## config.mk

```make
export PLATFORM = sky130hd
export DESIGN_NAME = simon_key_scheduler
export DESIGN_NICKNAME = d
export VERILOG_FILES = /design/src/rtl/simon_pkg.sv /design/src/rtl/simon_key_round.sv /design/src/rtl/simon_key_scheduler.sv
export SDC_FILE = /design/constraint.sdc
export NUM_CORES = 1
export LEC_CHECK = 0
export BUFFER_PORTS_ARGS = -buffer_cell sky130_fd_sc_hd__clkbuf_2
export CAP_MARGIN = 20
export CELL_PAD_IN_SITES_DETAIL_PLACEMENT = 1
export CELL_PAD_IN_SITES_GLOBAL_PLACEMENT = 2
export CORE_ASPECT_RATIO = 0.9
export CORE_UTILIZATION = 27
export CTS_CLUSTER_DIAMETER = 50
export DETAILED_ROUTE_END_ITERATION = 16
export PLACE_DENSITY = 0.78
export SLEW_MARGIN = 30
export SYNTH_ARGS = -nofsm -noshare
export SYNTH_HDL_FRONTEND = slang
export SYNTH_SLANG_ARGS = --single-unit
export TNS_END_PERCENT = 1
```

## constraint.sdc

```tcl
create_clock -name clk -period 2 [get_ports clk]
set_input_delay 0.3 -clock clk [delete_from_list [all_inputs] [get_ports clk]]
set_output_delay 0.3 -clock clk [all_outputs]
set_load 0.01 [all_outputs]
```

## src/rtl/simon_pkg.sv

```systemverilog
// simon_pkg: constants and lookups shared by the SIMON key-schedule blocks.
//   Z_LEN          length of one z sequence period (62 bits)
//   Z_SEQ          z0..z4; Z_SEQ[k][61] is the first published bit of zk
//   ROUND_C        the constant 3 folded into every expanded key word
//   z_select(n,m)  z sequence index for a SIMON (N,M) pair, -1 if not a variant
//   rounds(n,m)    round count for a SIMON (N,M) pair, 0 if not a variant
//   sched_state_t  key scheduler FSM states
package simon_pkg;

  localparam int Z_LEN   = 62;
  localparam int ROUND_C = 3;

  // Written in published order, so the leftmost bit is z index 0.
  // Z_SEQ[0] is z0 because it is the last element of the concatenation.
  localparam logic [4:0][Z_LEN-1:0] Z_SEQ = {
    62'b11010001111001101011011000100000010111000011001010010011101111,
    62'b11011011101011000110010111100000010010001010011100110100001111,
    62'b10101111011100000011010010011000101000010001111110010110110011,
    62'b10001110111110010011000010110101000111011111001001100001011010,
    62'b11111010001001010110000111001101111101000100101011000011100110
  };

  typedef enum logic {IDLE, STREAM} sched_state_t;

  // Maps a word size / key word count pair onto its z sequence.
  function automatic int z_select(input int n, input int m);
    int sel;
    sel = -1;
    if ((n == 16 && m == 4) || (n == 24 && m == 3)) sel = 0;
    if (n == 24 && m == 4) sel = 1;
    if ((n == 32 && m == 3) || (n == 48 && m == 2) || (n == 64 && m == 2)) sel = 2;
    if ((n == 32 && m == 4) || (n == 48 && m == 3) || (n == 64 && m == 3)) sel = 3;
    if (n == 64 && m == 4) sel = 4;
    return sel;
  endfunction

  // Standard round count for each SIMON variant.
  function automatic int rounds(input int n, input int m);
    int r;
    r = 0;
    if (n == 16 && m == 4) r = 32;
    if (n == 24 && m == 3) r = 36;
    if (n == 24 && m == 4) r = 36;
    if (n == 32 && m == 3) r = 42;
    if (n == 32 && m == 4) r = 44;
    if (n == 48 && m == 2) r = 52;
    if (n == 48 && m == 3) r = 54;
    if (n == 64 && m == 2) r = 68;
    if (n == 64 && m == 3) r = 69;
    if (n == 64 && m == 4) r = 72;
    return r;
  endfunction

endpackage

```

## src/rtl/simon_key_round.sv

```systemverilog
// simon_key_round: one combinational SIMON key-expansion step.
//   word0     oldest key word in the window (k[i])
//   word1     second window word (only mixed in when M == 4)
//   word_top  newest key word in the window (k[i+M-1])
//   zbit      z sequence bit for this round, placed at bit 0
//   next_word expanded key word k[i+M]
module simon_key_round
  import simon_pkg::*;
#(
  parameter int N = 16,
  parameter int M = 4
) (
  input  logic [N-1:0] word0,
  input  logic [N-1:0] word1,
  input  logic [N-1:0] word_top,
  input  logic         zbit,
  output logic [N-1:0] next_word
);

  logic [N-1:0] rot3;
  logic [N-1:0] mixed;
  logic [N-1:0] spread;

  // Rotations are pure rewiring; the only logic is the XOR tree.
  always_comb begin
    rot3      = {word_top[2:0], word_top[N-1:3]};
    mixed     = (M == 4) ? (rot3 ^ word1) : rot3;
    spread    = mixed ^ {mixed[0], mixed[N-1:1]};
    next_word = ~word0 ^ spread ^ N'(ROUND_C) ^ {{(N-1){1'b0}}, zbit};
  end

endmodule

```

## src/rtl/simon_key_scheduler.sv

```systemverilog
// simon_key_scheduler: streams the T SIMON round keys for one master key.
//   clk, rst   clock and synchronous active-high reset
//   key_valid  master key offered; key_ready high only while idle
//   key        master key words, key[0] is the first round key
//   rk_valid   round key present; rk_ready consumer accepts it
//   rk         current round key, rk_idx its round number (0..T-1)
//   rk_last    final round key of the stream is on rk
//   busy       a stream is in progress
module simon_key_scheduler
  import simon_pkg::*;
#(
  parameter int N  = 16,
  parameter int M  = 4,
  parameter int T  = 32,
  parameter int IW = $clog2(T)
) (
  input  logic                clk,
  input  logic                rst,
  input  logic                key_valid,
  output logic                key_ready,
  input  logic [M-1:0][N-1:0] key,
  output logic                rk_valid,
  input  logic                rk_ready,
  output logic [N-1:0]        rk,
  output logic [IW-1:0]       rk_idx,
  output logic                rk_last,
  output logic                busy
);

  localparam int ZSEL     = z_select(N, M);
  localparam int ZROW_SEL = (ZSEL < 0) ? 0 : ZSEL;
  localparam logic [Z_LEN-1:0] Z_ROW   = Z_SEQ[ZROW_SEL];
  localparam logic [IW-1:0]    LAST_IDX = IW'(T - 1);

  // The package lookups return sentinels for non-SIMON shapes; refuse to build them.
  if (ZSEL < 0 || rounds(N, M) != T) begin : g_illegal_cfg
    $fatal(1, "simon_key_scheduler: illegal (N,M,T) = (%0d,%0d,%0d)", N, M, T);
  end

  sched_state_t         state;
  sched_state_t         state_next;
  logic [M-1:0][N-1:0]  window;
  logic [IW-1:0]        idx_q;
  logic [6:0]           zpos;
  logic [5:0]           zidx;
  logic                 zbit;
  logic [N-1:0]         next_word;
  logic                 load;
  logic                 beat;
  logic                 last_beat;

  assign load      = (state == IDLE) && key_valid;
  assign beat      = (state == STREAM) && rk_ready;
  assign last_beat = beat && (idx_q == LAST_IDX);

  // z sequences repeat every 62 rounds and T never exceeds 72, so a single
  // conditional subtract replaces a modulo.
  always_comb begin
    zpos = 7'(idx_q);
    if (zpos >= 7'd62) begin
      zpos = zpos - 7'd62;
    end
    zidx = 6'(7'd61 - zpos);
    zbit = Z_ROW[zidx];
  end

  simon_key_round #(
    .N(N),
    .M(M)
  ) u_round (
    .word0    (window[0]),
    .word1    (window[1]),
    .word_top (window[M-1]),
    .zbit     (zbit),
    .next_word(next_word)
  );

  // State register.
  always_ff @(posedge clk) begin
    if (rst) begin
      state <= IDLE;
    end else begin
      state <= state_next;
    end
  end

  // Next-state logic: the accepted final beat returns to IDLE.
  always_comb begin
    state_next = state;
    unique case (state)
      IDLE:    if (load)      state_next = STREAM;
      STREAM:  if (last_beat) state_next = IDLE;
      default: state_next = IDLE;
    endcase
  end

  // Key window and round counter; the final beat leaves the window alone
  // and parks the counter at zero for the next key.
  always_ff @(posedge clk) begin
    if (rst) begin
      window <= '0;
      idx_q  <= '0;
    end else if (load) begin
      window <= key;
      idx_q  <= '0;
    end else if (last_beat) begin
      idx_q  <= '0;
    end else if (beat) begin
      for (int i = 0; i < M - 1; i++) begin
        window[i] <= window[i+1];
      end
      window[M-1] <= next_word;
      idx_q       <= idx_q + IW'(1);
    end
  end

  // Outputs depend on registered state only, so they hold through stalls.
  always_comb begin
    key_ready = (state == IDLE);
    rk_valid  = (state == STREAM);
    busy      = (state == STREAM);
    rk        = (state == STREAM) ? window[0] : '0;
    rk_idx    = idx_q;
    rk_last   = (state == STREAM) && (idx_q == LAST_IDX);
  end

endmodule

```

==> metrics.md <==
| Metric | Value |
|---|---|
| RD Place Congestion | 0.803 |
| Via-per-instance ratio | 4.71 |
| Slowest stage delay, CP | 0.43 ns |
| Largest net degree at the start of global routing | 55 |
| Clock transition at the registers of the reported paths | 0.06 ns |
| Synth Warn # | 0 |
| Mapped Area | 0.00382 mm2 |
| Max cap viols | 0 |
| Num CTS Buffers | 9 |
| DP HPWL | 8820 um |
| Setup TNS Final | 0 ns |
| Root buffer selected by CTS | clkbuf_16 |
| Area leader, netlist | dfxtp_1 |
| Grt met2 use | 24.2% |
| Via count | 3579 |
| Starting density of the core | 28.1% |
| Filler cell count | 1654 |
| PnR worst setup slack | 0.0784 ns |
| Met1 usage | 25.1% |
| Mapped Cells | 483 |
| Initial DRT Pass Iterations | 4 |
| Leakage | 1.97 nW |
| Relative slew margins | 60.1% |
| GR met3 Demand/Resource | 3.16% |
| Post-synth top area share | 36.7% |
| CTS tree | done |
| Syn_nets | 559 |
| RSZ-0062 raised after global routing | false |
| Drt first-iter violations | 200 |
| Hold Crit Depth | 3 |
| Most common cell in the synthesized netlist | nand2_1 |
| CTS H-tree lvls | 3 |
| Ys flop type | dfxtp_1 |
| Register area share after synthesis | 36.7% |
| Fin area | 0.00492 mm2 |
| Vias in the first global route | 3529 |
| Die Wd | 127 um |
| Top cells by count, synth | nand2_1 (120), dfxtp_1 (70), nor2_1 (68), a311oi_1 (49), xnor2_1 (48) |
| DIE HEIGHT | 115 um |
| Worst-Margin Slew | 0.598 ns |
| Layout cells sized above 1 | 24.7% |
| Ys async rst share | 0% |
| VDD IR max | 342 uV |
| Final min period | 1.92 ns |
| CP Max Fanout | 5 |
| Routed wire per std cell | 16.2 um |
| Final Setup Violations | 0 |
| Crit Path Class | register to register |
| Post-synth EDFFs | 0 |
| Site Rows | 40 |
| CP cell instances | ha_4 > mux2_2 > mux2i_1 > mux2i_2 > a2111o_1 > o211ai_2 |
| Total global routing overflow | 0 |
| Gr usage total | 16.8% |
| Placed Area | 0.00452 mm2 |
| Area delta synth->final | 28.9% |
| Critical path's slowest cell | a2111o_1 |
| Clock Path Buffers | 2 |
| Initial antenna violation count | 0 |
| R2R cell count | 6 |
| CORE AREA | 0.0136 mm2 |
| Busiest grt layer | met1 |
| Skew-Pair Late Insertion Delay | 0.33 ns |
| Ant diodes | 0 |
| Final core occ | 36.3% |
| Hold Violations, Final | 0 |
| F_max | 0.520 GHz |
| Clock Skew | 0.00427 ns |
| Ports | 93 |
| Buffers on Ports | 92 |
| Type of origin of the critical path | register |
| Status | finished, final reports clean |
| PwrDens | 890 mW/mm2 |
| Post-DRT Antenna Nets | 0 |
| Synthesis-stage register bit count | 70 |
| Crit path capture type | register |
| Post-Syn Area per Cell | 7.90 um2 |
| Residual DRC count | 0 |
| Pre-CTS WS | -0.0249 ns |
| Final Slew Violations | 0 |
| Die area | 0.0146 mm2 |
| CTS sink cnt | 70 |
| First-pass GRT wire length | 19000 um |
| Nets | 642 |
| Synth top area cells | dfxtp_1 (37%), nand2_1 (12%), a311oi_1 (11%) |
| Total Routed Length | 12300 um |
| Min-delay worst type | input port to register |
| Crit path required time | 2.26 ns |
| Final worst path period share | 96.1% |
| WP data arrival | 2.18 ns |
| Unique masters post-synth | 31 |
-- path summary, 6_finish.rpt --
kind                end       start  slack (ns)
min reg2reg  window[18]  window[34]        0.48
max          window[48]   rk_idx[2]        0.08
max reg2reg  window[48]   rk_idx[2]        0.08
min          window[42]     key[42]        0.21
-- per-layer routing --
layer  share of wire (%)  up-vias
li1                    -     1806
met1                  53     1693
met2                  42       73
met3                 3.6        7
met4                0.68        0
met5                   0        -
-- cell type report --
type                    count  area (um2)  share of cell area, %
multi-input cells         370        2290                   46.5
well taps                 189         236                   4.81
clock buffers              13         270                   5.49
flip-flops and latches     70        1410                   28.6
clock inverters             3        17.5                  0.356
inverters                   4        15.0                  0.305
repair buffers            111         688                   14.0
-- cell families (layout without fill, tap and decap cells) --
| family | count (synthesis) | count (layout) | share of synthesized area, % |
|---|---|---|---|
| AND/OR/NAND/NOR | 215 | 215 | 22.9 |
| AO/OA/AOI/OAI | 88 | 88 | 18.5 |
| flip-flops | 70 | 70 | 36.7 |
| XOR/XNOR | 53 | 53 | 12.4 |
| buffers and inverters | 43 | 131 | 4.95 |
| adder cells (fa/ha/maj) | 8 | 8 | 2.62 |
| multiplexers | 6 | 6 | 2.03 |
-- report_power, final --
part	internal, mW	switching, mW	total [mW]	leakage (nW)
combinational	0.560	0.576	1.14	1.25
clock	0.937	0.609	1.55	0.142
sequential	1.54	0.154	1.70	0.580
-- critical path, delay by kind of cell, from the launching register on --
kind / cells / cell delay [ns]
multiplexers: 3 / 0.64
AO/OA/AOI/OAI: 2 / 0.51
flip-flops: 1 / 0.38
adder cells (fa/ha/maj): 1 / 0.33
-- registers in the layout (all words and copies together), names as in the netlist --
register,cells
rk_idx,5
window,64
busy,1
-- through the flow --
stage,total power [mW],std cells,hold slack [ns]
3_5_place_dp,2.83,740,0.476
3_3_place_gp,2.80,740,0.468
2_1_floorplan,2.51,483,0.410
6_report,4.38,760,0.212
5_1_grt,4.61,760,0.221
4_1_cts,4.39,756,0.207
-- cell usage in the layout, fill, tap and decap left out, types with 4 or more instances in the layout --
master	instances
xor2_1	4
inv_1	4
dfxtp_1	68
clkbuf_2	92
and2_1	18
xnor2_1	48
buf_12	4
a21oi_1	18
nor2_1	68
a311oi_1	49
a211o_1	14
nand2_1	120
clkbuf_16	11
ha_1	5
buf_4	13
-- repair_timing --
item,CTS,global route
buffers inserted,0,2
pin swaps,0,1
resized for setup,6,3
hold buffers,0,0
cloned,0,2
setup endpoints to repair,6,13
No activity file was read; power rests on OpenSTA's default activity.
